## src/rtl/execute_cc_stage.sv

```systemverilog
`default_nettype none
// ============================================================================
// Module      : execute_cc_stage
// Description : Y86-64 execute stage with ALU, condition-code register, Cnd
//               evaluation and a one-entry valid/ready output register.
//               Optional macro EXEC_STALL_CNT_EN adds a saturating
//               output-stall cycle counter (stall_cnt).
// Revision    : 1.0 - initial release
// ============================================================================
module execute_cc_stage #(
    parameter int WIDTH = 64
) (
    input  logic             clk,
    input  logic             rst,
    input  logic             in_valid,
    output logic             in_ready,
    input  logic [3:0]       icode,
    input  logic [3:0]       ifun,
    input  logic [WIDTH-1:0] valA,
    input  logic [WIDTH-1:0] valB,
    input  logic [WIDTH-1:0] valC,
    output logic             out_valid,
    input  logic             out_ready,
    output logic [3:0]       out_icode,
    output logic [WIDTH-1:0] out_valE,
    output logic [WIDTH-1:0] out_valA,
    output logic             out_cnd,
    output logic [1:0]       out_stat,
    output logic [2:0]       cc
`ifdef EXEC_STALL_CNT_EN
    ,
    output logic [31:0]      stall_cnt
`endif
);

    localparam logic [3:0] c_i_halt  = 4'h0;
    localparam logic [3:0] c_i_rrmov = 4'h2;
    localparam logic [3:0] c_i_irmov = 4'h3;
    localparam logic [3:0] c_i_rmmov = 4'h4;
    localparam logic [3:0] c_i_mrmov = 4'h5;
    localparam logic [3:0] c_i_opq   = 4'h6;
    localparam logic [3:0] c_i_jxx   = 4'h7;
    localparam logic [3:0] c_i_call  = 4'h8;
    localparam logic [3:0] c_i_ret   = 4'h9;
    localparam logic [3:0] c_i_push  = 4'hA;
    localparam logic [3:0] c_i_pop   = 4'hB;

    localparam logic [1:0] c_stat_aok = 2'd0;
    localparam logic [1:0] c_stat_hlt = 2'd1;
    localparam logic [1:0] c_stat_ins = 2'd2;

    localparam logic [2:0] c_cc_reset = 3'b100;

    localparam logic [WIDTH-1:0] c_neg8 = {{(WIDTH-4){1'b1}}, 4'b1000};
    localparam logic [WIDTH-1:0] c_pos8 = WIDTH'(8);

    logic             r_halted;
    logic             r_out_valid;
    logic [3:0]       r_out_icode;
    logic [WIDTH-1:0] r_out_valE;
    logic [WIDTH-1:0] r_out_valA;
    logic             r_out_cnd;
    logic [1:0]       r_out_stat;
    logic [2:0]       r_cc;

    logic             w_in_ready;
    logic             w_accept;
    logic [WIDTH-1:0] w_alu_a;
    logic [WIDTH-1:0] w_alu_b;
    logic [WIDTH-1:0] w_val_e;
    logic             w_of;
    logic [1:0]       w_stat;
    logic             w_cnd;
    logic             w_cc_update;
    logic             w_zf;
    logic             w_sf;
    logic             w_lt;

    assign w_in_ready = !r_halted && (!r_out_valid || out_ready);
    assign w_accept   = in_valid && w_in_ready;

    always_comb begin
        w_alu_a = '0;
        w_alu_b = '0;
        case (icode)
            c_i_rrmov, c_i_opq:             w_alu_a = valA;
            c_i_irmov, c_i_rmmov, c_i_mrmov: w_alu_a = valC;
            c_i_call, c_i_push:             w_alu_a = c_neg8;
            c_i_ret, c_i_pop:               w_alu_a = c_pos8;
            default:                        w_alu_a = '0;
        endcase
        case (icode)
            c_i_rmmov, c_i_mrmov, c_i_opq, c_i_call,
            c_i_ret, c_i_push, c_i_pop:     w_alu_b = valB;
            default:                        w_alu_b = '0;
        endcase
    end

    // OF uses the operand MSBs; sub computes aluB - aluA
    always_comb begin
        w_val_e = w_alu_a + w_alu_b;
        w_of    = (w_alu_a[WIDTH-1] == w_alu_b[WIDTH-1]) &&
                  (w_val_e[WIDTH-1] != w_alu_a[WIDTH-1]);
        if (icode == c_i_opq) begin
            case (ifun)
                4'd1: begin
                    w_val_e = w_alu_b - w_alu_a;
                    w_of    = (w_alu_a[WIDTH-1] != w_alu_b[WIDTH-1]) &&
                              (w_val_e[WIDTH-1] != w_alu_b[WIDTH-1]);
                end
                4'd2: begin
                    w_val_e = w_alu_a & w_alu_b;
                    w_of    = 1'b0;
                end
                4'd3: begin
                    w_val_e = w_alu_a ^ w_alu_b;
                    w_of    = 1'b0;
                end
                default: ;
            endcase
        end
    end

    always_comb begin
        w_stat = c_stat_aok;
        if (icode == c_i_halt)
            w_stat = c_stat_hlt;
        else if (icode > c_i_pop)
            w_stat = c_stat_ins;
        else if ((icode == c_i_opq) && (ifun > 4'd3))
            w_stat = c_stat_ins;
        else if (((icode == c_i_rrmov) || (icode == c_i_jxx)) && (ifun > 4'd6))
            w_stat = c_stat_ins;
    end

    assign w_cc_update = w_accept && (icode == c_i_opq) && (ifun <= 4'd3);

    // Cnd reads the CC value held before this edge's update
    assign w_zf = r_cc[2];
    assign w_sf = r_cc[1];
    assign w_lt = r_cc[1] ^ r_cc[0];

    always_comb begin
        w_cnd = 1'b0;
        if ((icode == c_i_rrmov) || (icode == c_i_jxx)) begin
            case (ifun)
                4'd0:    w_cnd = 1'b1;
                4'd1:    w_cnd = w_lt | w_zf;
                4'd2:    w_cnd = w_lt;
                4'd3:    w_cnd = w_zf;
                4'd4:    w_cnd = !w_zf;
                4'd5:    w_cnd = !w_lt;
                4'd6:    w_cnd = !w_lt && !w_zf;
                default: w_cnd = 1'b0;
            endcase
        end
    end

    always_ff @(posedge clk) begin
        if (rst) begin
            r_halted    <= 1'b0;
            r_out_valid <= 1'b0;
            r_out_icode <= '0;
            r_out_valE  <= '0;
            r_out_valA  <= '0;
            r_out_cnd   <= 1'b0;
            r_out_stat  <= c_stat_aok;
            r_cc        <= c_cc_reset;
        end else begin
            if (w_accept) begin
                r_out_valid <= 1'b1;
                r_out_icode <= icode;
                r_out_valE  <= w_val_e;
                r_out_valA  <= valA;
                r_out_cnd   <= w_cnd;
                r_out_stat  <= w_stat;
                if (w_stat != c_stat_aok)
                    r_halted <= 1'b1;
            end else if (out_ready) begin
                r_out_valid <= 1'b0;
            end
            if (w_cc_update)
                r_cc <= {(w_val_e == '0), w_val_e[WIDTH-1], w_of};
        end
    end

`ifdef EXEC_STALL_CNT_EN
    logic [31:0] r_stall_cnt;

    always_ff @(posedge clk) begin
        if (rst)
            r_stall_cnt <= '0;
        else if (r_out_valid && !out_ready && (r_stall_cnt != 32'hFFFF_FFFF))
            r_stall_cnt <= r_stall_cnt + 32'd1;
    end

    assign stall_cnt = r_stall_cnt;
`endif

    assign in_ready  = w_in_ready;
    assign out_valid = r_out_valid;
    assign out_icode = r_out_icode;
    assign out_valE  = r_out_valE;
    assign out_valA  = r_out_valA;
    assign out_cnd   = r_out_cnd;
    assign out_stat  = r_out_stat;
    assign cc        = r_cc;

endmodule
`default_nettype wire

```

## config.mk

```make
export PLATFORM = sky130hd
export DESIGN_NAME = execute_cc_stage
export DESIGN_NICKNAME = d
export VERILOG_FILES = /design/src/rtl/execute_cc_stage.sv
export SDC_FILE = /design/constraint.sdc
export NUM_CORES = 1
export LEC_CHECK = 0
export BUFFER_PORTS_ARGS = -buffer_cell sky130_fd_sc_hd__buf_2
export CORE_ASPECT_RATIO = 2
export CORE_MARGIN = 2
export CORE_UTILIZATION = 40
export CTS_BUF_LIST = sky130_fd_sc_hd__clkbuf_2
export CTS_CLUSTER_SIZE = 16
export DETAILED_ROUTE_END_ITERATION = 10
export SLEW_MARGIN = 0
export SYNTH_ARGS = -nofsm -noshare
export SYNTH_HDL_FRONTEND = slang
export SYNTH_SLANG_ARGS = --single-unit
```

## constraint.sdc

```tcl
create_clock -name clk -period 6.4 [get_ports clk]
set_input_delay 0.96 -clock clk [delete_from_list [all_inputs] [get_ports clk]]
set_output_delay 0.96 -clock clk [all_outputs]
set_load 0.05 [all_outputs]
```

Word-level counts from Yosys, hierarchy flattened
Cells that the tools add are included.

operators by class
  order comparisons = 4
  multiply operators = 0
  divide/modulo/power cells = 0
  shifts and indexed selects = 0
  $add $sub $neg = 2
  bitwise gates (word level) = 4
  multiplexer cells = 14
  equal/unequal tests = 20
  reduce and logical (&&, ||, !) cells = 27

operators with widths
  operator                                                                           count
  64-bit case mux with 4 select lines                                                1
  64-bit case mux with 3 select lines                                                1
  64-bit 2-to-1 mux                                                                  2
  64-bit adder                                                                       1
  64-bit bitwise AND                                                                 1
  64-bit zero test                                                                   1
  64-bit subtractor                                                                  1
  64-bit bitwise XOR                                                                 1
  4-bit by 3-bit equality test with 1-bit output (second input constant)             7
  4-bit by 2-bit equality test with 1-bit output (second input constant)             4
  4-bit equality test (second input constant)                                        4
  1-bit logical AND                                                                  9
  4-bit zero test                                                                    2
  2-bit 2-to-1 mux                                                                   4
  2-bit OR reduction                                                                 4
  1-bit case mux with 7 select lines                                                 1
  7-bit OR reduction                                                                 1
  4-bit by 1-bit equality test with 1-bit output (second input constant)             1
  4-bit by 2-bit greater-than comparator with 1-bit output (second input constant)   1
  4-bit by 3-bit greater-than comparator with 1-bit output (second input constant)   1
  4-bit greater-than comparator (second input constant)                              1
  4-bit by 2-bit less-or-equal comparator with 1-bit output (second input constant)  1
  1-bit zero test                                                                    4
  1-bit 2-to-1 mux                                                                   4
  other kinds (9)                                                                    13

storage, ports and cells
  RAM bits = 0
  bits in latches = 0
  memories = 0
  output and inout port bits = 140
  bits of input ports = 204
  memory bits (read-only) = 0
  bits in registers = 140

Longest topological paths before layout
Gate-level depths: netlist (run 1).

  word-level depth = 9
  mapped depth = 23
  depth with buffers taken out = 21

Worst setup path before layout (run 1)
Ideal clock, no wire load.

  kind = input -> register
  start = input icode[0]
  end = register r_cc[2] (netlist: cc[2])
  setup slack = 453 ps
  stages = 22
  arrival time = 5888 ps
  setup time = 59 ps
  path through = clkbuf_1 nand2_1 mux2_2 nor2_1 clkbuf_1 a22o_1 ha_1 inv_1 fa_1 nor2b_2 o311ai_4 a211oi_2 or3_4 nor4b_4 o31ai_2 a2111oi_0 nand2b_1 a221o_1 a21o_1 or4_1 nor4_2 a211o_1

between the ends
  longest elaborated chain between the ends = 7
  elaborated cells between the ends (all ways) = 25
  classes of those cells = add/sub: 2; eq/ne: 9; mux: 4; bitwise: 2; reduce/logical: 8

ends and longest elaborated chain
  item                                                                             line    RTL
  start: declaration                                                               17      input logic [3:0] icode,
  4-bit by 3-bit equality test with 1-bit output, or another cell as far along     85, 92
  3-bit OR reduction, or another cell as far along                                 85      case (icode)
  64-bit case mux with 4 select lines / 64-bit 2-to-1 mux (equally long branches)  85, 92
  64-bit adder, or another cell as far along                                       101     w_val_e = w_alu_a + w_alu_b;
  64-bit case mux with 3 select lines                                              105     case (ifun)
  64-bit 2-to-1 mux                                                                104     if (icode == c_i_opq) begin
  64-bit zero test                                                                 183     r_cc <= {(w_val_e == '0), w_val_e[WIDTH-1], w_of};
  end signal: assignment                                                           168     r_cc <= c_cc_reset;
  end signal: assignment                                                           183
  end: declaration                                                                 64      logic [2:0] r_cc;

Parallel ways exist; a longest one is shown, timed or not.
A chain may end at the register's enable or synchronous reset.

Worst setup path in the final report (run 1)
  start = input icode[2]
  end = register r_cc[2] (netlist: cc[2])

The elaborated chain is that of the path after synthesis.

==> run_results.csv, run 1 <==
group,metric,value,unit
outcome,outcome,"finished clean",
sta,period_needed,5730,ps
logic_synthesis,yosysWarnings,0,
final_layout,drive_above_1_share,22.8,%
cts,post-cts-setup-buffers,0,
power,p_leak,9.23,nW
logic_synthesis,synth-edff-count,0,
detailed_routing,drt_iter0_drc,1744,
worst_setup_path,cp.arrival,6640,ps
sta,setup-violations-final,0,
cts,cts_hold_buf,0,
cts,clockBufferDepth,2,
cts,root_buffer,"clkbuf_2",
placement,dp_hpwl,72300,um
flow_run,maxCapViolCount,0,
sta,finalMaxSlewViolations,0,
logic_synthesis,syn-num-nets,2810,
sta,fmax,175,MHz
floorplanning,die_y,297,um
worst_setup_path,startpoint_type,"input pin",
logic_synthesis,synth_seq_cells,140,
logic_synthesis,synth_cells,2477,
global_routing,grt.total_usage,39.2,%
logic_synthesis,ys_seq_area_share,16.3,%
floorplanning,dieArea,0.0446,mm^2
cts,clk_pin_slew,380,ps
floorplanning,chipWidth,150,um
worst_setup_path,r2r_slack,2100,ps
detailed_routing,drc_errors,0,
global_routing,global_route.overflow_total,0,
global_routing,antenna_found_initial,5,
worst_setup_path,worstPathMaxFanout,35,
worst_setup_path,crit_type,"input pin to flip-flop",
detailed_routing,drt-total-wl,90600,um
cts,cts_tree,"done",
min_path,min_from,"valA[4]",
logic_synthesis,synth_flop_cell,"dfxtp_1",
detailed_routing,ant_nets,0,
power,power_density,199,mW/mm^2
worst_setup_path,setup.worst_path.start,"icode[2]",
logic_synthesis,avgSynthCellArea,6.92,um^2
detailed_routing,vias,21592,
detailed_routing,routed_via_density,6.33,
cts,cts_resized,0,
min_path,worstHoldPathType,"input pin to flip-flop",
worst_setup_path,rr_startpoint,"out_valid$_SDFFE_PP0P_",
global_routing,grt_pass1_vias,21117,
sta,finalCritPeriodShare,89.5,%
logic_synthesis,ys_types,119,
sta,worst_slack,675,ps
power,peakVddDrop,0.000127,V
detailed_routing,dr.pass1.iters,8,
placement,pre_cts_ws,-148,ps
sta,tightest_slew,1350,ps
final_layout,final_nets,3180,
final_layout,final_cell_mix,"342 x buf_2, 309 x nand2_1, 284 x a21oi_1, 233 x nor2_1, 168 x buf_4",
final_layout,syn_to_final_growth,20.0,%
sta,slew_headroom,9.10,%
cts,cts_inserted_buffers,17,
sta,clock_skew,62.5,ps
detailed_routing,wl_per_cell,26.6,um
floorplanning,core,0.0424,mm^2
cts,clk_latency,1000,ps
cts,clock-sinks,140,
logic_synthesis,syn-cell-area,0.0171,mm^2
cts,h-tree-depth,4,
floorplanning,io_pins,344,
global_routing,grt_max_degree,90,
worst_setup_path,worstSetupEndpointType,"flip-flop",
worst_setup_path,critical_path_required,7310,ps
floorplanning,rows,107,
placement,gp_congestion,1.08,
floorplanning,start_util,40.4,%
logic_synthesis,ys_async_sr_fraction,0,%
sta,rsz0062_at_grt,"no",
placement,io_buffers,343,
global_routing,grt_pass1_wl,132000,um
final_layout,final_common_cell,"buf_2",
sta,tns,0,ps
sta,hold_viol,0,
## synthesized netlist by cell type (23+ instances only)
cell / n / area, um^2
a211oi_1: 47 / 353
a21o_1: 31 / 233
a21oi_1: 284 / 1420
a221o_1: 38 / 380
a221oi_1: 43 / 377
a31oi_1: 26 / 163
and2_1: 80 / 500
buf_2: 34 / 170
clkbuf_1: 110 / 413
dfxtp_1: 140 / 2800
ha_1: 127 / 1590
inv_1: 126 / 473
mux2i_1: 27 / 270
nand2_1: 309 / 1160
nand2b_1: 30 / 188
nand3_1: 57 / 285
nand4_1: 23 / 144
nor2_1: 235 / 882
nor2b_1: 36 / 225
nor3_1: 82 / 410
o21ai_0: 102 / 510
o21bai_1: 23 / 173
o31ai_1: 32 / 240
xnor2_1: 23 / 201
## state kept, by name, indices dropped and copies added (netlist names)
register and flops:
out_valE 64, r_halted 1, out_icode 4, cc 3, out_valid 1, out_cnd 1, out_stat 2, out_valA 64
## critical path, cell delays in order
cell       delay (ps)
buf_2              90
buf_4             190
nand2_1           110
mux2i_4           170
buf_4             330
and2_1            210
ha_1              370
nand2b_1          270
o21ai_0           720
a21oi_1           330
o31ai_1           320
buf_4             230
o31ai_2           130
a2111oi_0         830
nand2b_1          230
o211ai_1          120
a21o_1            190
or4_1             480
nor4_2            170
a211o_1           130
## cell families after synthesis
kind of cell / synth area share [%]
DFF: 16.3
muxes: 2.04
adders and majority gates: 9.50
AOI/OAI and AO/OA: 35.1
and+or+nand+nor: 28.6
buffers and inverters: 6.93
xor gates and xnor gates: 1.47
## power breakdown
group | internal (W) | switching (W) | leakage (nW)
combinational | 0.000807 | 0.00164 | 7.92
clock | 0.000144 | 0.000514 | 0.159
sequential | 0.000951 | 0.0000421 | 1.15
total | 0.00190 | 0.00219 | 9.23
## worst paths after layout
kind / end / depth (start not counted)
max: cc[2]$_SDFFE_PP1P_ / 20
min: out_valA[4]$_SDFFE_PP0P_ / 3
max reg2reg: cc[2]$_SDFFE_PP1P_ / 14
min reg2reg: out_valA[58]$_SDFFE_PP0P_ / 2
## layer usage
metal,wire (um),GRT usage (%)
met5,0,0
met3,6030,5.50
met1,31900,41.9
met2,44500,67.5
met4,8180,30.8
## cell type report
| class | count | area [um^2] |
|---|---|---|
| diodes | 5 | 12.5 |
| clock inverters | 15 | 184 |
| repair buffers | 515 | 3070 |
| well taps | 545 | 682 |
| clock buffers | 17 | 85.1 |
| fillers | 4464 | 21900 |
| flip-flops and latches | 140 | 2800 |
| inverters | 130 | 488 |
| multi-input cells | 2043 | 13200 |
## stage by stage
step                cells  area (um^2)  hold WS, ps  power, W  util, %
floorplan            2477        17100          437   0.00249        -
global placement     3373        20300          440   0.00338     47.8
detailed placement   3373        20300          444   0.00339     47.8
CTS                  3405        20600         85.1   0.00405     48.4
global route         3409        20600          136   0.00427     48.5
finish               3410        20600          136   0.00410     48.5
Power figures use the tool's default switching activity.
==> run 2, diff against run 1 <==
--- a/config.mk
+++ b/config.mk
@@ -7,7 +7,6 @@
 export LEC_CHECK = 0
 export BUFFER_PORTS_ARGS = -buffer_cell sky130_fd_sc_hd__buf_2
 export CORE_ASPECT_RATIO = 2
-export CORE_MARGIN = 2
 export CORE_UTILIZATION = 40
 export CTS_BUF_LIST = sky130_fd_sc_hd__clkbuf_2
 export CTS_CLUSTER_SIZE = 16
==> run_results.csv, run 2 (synthesis results as in run 1) <==
group,metric,value,unit
power,p_total,0.00413,W
placement,gp_congestion,1.04,
global_routing,antenna_found_initial,4,
floorplanning,io_pins,344,
detailed_routing,drt-total-wl,92100,um
final_layout,drive_above_1_share,24.2,%
floorplanning,rows,107,
final_layout,final_cells,3464,
final_layout,final_nets,3236,
worst_setup_path,worstSetupEndpointType,"flip-flop",
final_layout,fillCellCount,4447,
sta,hold_viol,0,
sta,clock_skew,77.6,ps
worst_setup_path,cp.arrival,6800,ps
worst_setup_path,critical_path_required,7300,ps
global_routing,grt_pass1_wl,132000,um
placement,pre_cts_ws,-242,ps
placement,io_buffers,343,
power,p_int,0.00193,W
detailed_routing,ant_nets,0,
power,comb_power_share,59.8,%
sta,period_needed,5900,ps
sta,setup-violations-final,0,
detailed_routing,routed_via_density,6.31,
outcome,outcome,"finished clean",
power,sw_frac_of_total,53.2,%
final_layout,syn_to_final_growth,22.5,%
final_layout,final_common_cell,"buf_2",
cts,cts_tree,"done",
floorplanning,core,0.0424,mm^2
sta,tightest_slew,1150,ps
detailed_routing,dr.pass1.iters,7,
global_routing,global_route.overflow_total,0,
cts,h-tree-depth,4,
cts,cts_hold_buf,0,
cts,cts_resized,0,
sta,slew_headroom,23.3,%
placement,dp.cells,3429,
worst_setup_path,crit_type,"input pin to flip-flop",
sta,finalMaxSlewViolations,0,
sta,worst_slack,498,ps
power,p_leak,9.51,nW
floorplanning,chipWidth,148,um
detailed_routing,wl_per_cell,26.6,um
sta,finalCritPeriodShare,92.2,%
power,power_density,197,mW/mm^2
floorplanning,start_util,40.4,%
final_layout,final_cell_mix,"342 x buf_2, 309 x nand2_1, 284 x a21oi_1, 233 x nor2_1, 223 x buf_4",
floorplanning,die_y,295,um
cts,clock-sinks,140,
floorplanning,dieArea,0.0437,mm^2
cts,clk_pin_slew,400,ps
global_routing,grt_pass1_vias,21135,
detailed_routing,vias,21850,
sta,fmax,169,MHz
cts,root_buffer,"clkbuf_2",
sta,tns,0,ps
worst_setup_path,r2r_cells,15,
global_routing,grt.total_usage,41.3,%
placement,dp_hpwl,74100,um
power,clkPwrFrac,16.2,%
sta,rsz0062_at_grt,"no",
min_path,hold_path_depth,3,
final_layout,fin_area,0.0210,mm^2
worst_setup_path,startpoint_type,"input pin",
flow_run,maxCapViolCount,0,
min_path,worstHoldPathType,"input pin to flip-flop",
detailed_routing,drc_errors,0,
power,seq_power_share,24.0,%
cts,clk_latency,1000,ps
cts,cts_inserted_buffers,17,
power,switchingPower,0.00220,W
placement,placed_cell_area,0.0207,mm^2
detailed_routing,drt_iter0_drc,1732,
power,peakVddDrop,0.000119,V
cts,post-cts-setup-buffers,0,
cts,clockBufferDepth,2,
global_routing,grt_max_degree,91,
worst_setup_path,worstPathMaxFanout,24,
-- run 2: cell count changes in the layout (fill, tap and decap cells not counted) --
cell,before,now
buf_12,5,6
buf_4,168,223
diode_2,5,3
-- run 2: worst paths after layout --
kind / to / slack [ps] / from
setup reg to reg: cc[2]$_SDFFE_PP1P_ / 2250 / out_valid$_SDFFE_PP0P_
hold / removal: out_valA[18]$_SDFFE_PP0P_ / 140 / valA[18]
setup / recovery: cc[2]$_SDFFE_PP1P_ / 500 / icode[1]
hold reg to reg: out_valA[16]$_SDFFE_PP0P_ / 470 / out_valA[16]$_SDFFE_PP0P_
-- run 2: power by group through the flow --
stage	clock, W	combinational [W]	sequential (W)
after floorplan	0	0.00123	0.00126
after global placement	0	0.00240	0.00101
after detailed placement	0	0.00240	0.00101
after CTS	0.000676	0.00241	0.000992
after global routing	0.000707	0.00260	0.00100
final	0.000667	0.00247	0.000992
-- run 2: metal layers --
metal | GRT usage [%] | vias up | share of wire (%)
met5 | 0 | - | 0.014
met2 | 72.2 | 1271 | 49
met3 | 8.68 | 419 | 7.0
li1 | - | 9971 | -
met4 | 34.4 | 2 | 9.4
met1 | 41.6 | 10187 | 35
-- run 2: worst max-delay path, stage by stage --
cell and delay, ps:
buf_2 190, nand2_1 90, mux2_2 290, nor2_4 140, buf_12 180, buf_4 220, a221oi_1 120, ha_1 530
nand2b_1 170, nor3_1 380, and2_1 300, nand3_1 410, nor4b_4 590, nor3_1 190, o21ai_2 320, a21oi_1 250
o211a_1 270, nor4_1 640, or4_1 240, nor4_2 40, a211o_1 250
-- run 2: layout make-up --
type | count | area, um^2 | area share, %
clock buffers | 17 | 85.1 | 0.405
diodes | 3 | 7.51 | 0.0358
multi-input cells | 2043 | 13200 | 63.1
well taps | 545 | 682 | 3.25
repair buffers | 571 | 3510 | 16.7
inverters | 130 | 488 | 2.32
flip-flops and latches | 140 | 2800 | 13.4
clock inverters | 15 | 184 | 0.876
-- run 2: through the flow --
stage,hold slack [ps],util [%]
after global routing,77.7,49.5
final,136,49.5
after global placement,440,48.8
after CTS,55.9,49.4
after detailed placement,443,48.8
after floorplan,437,-
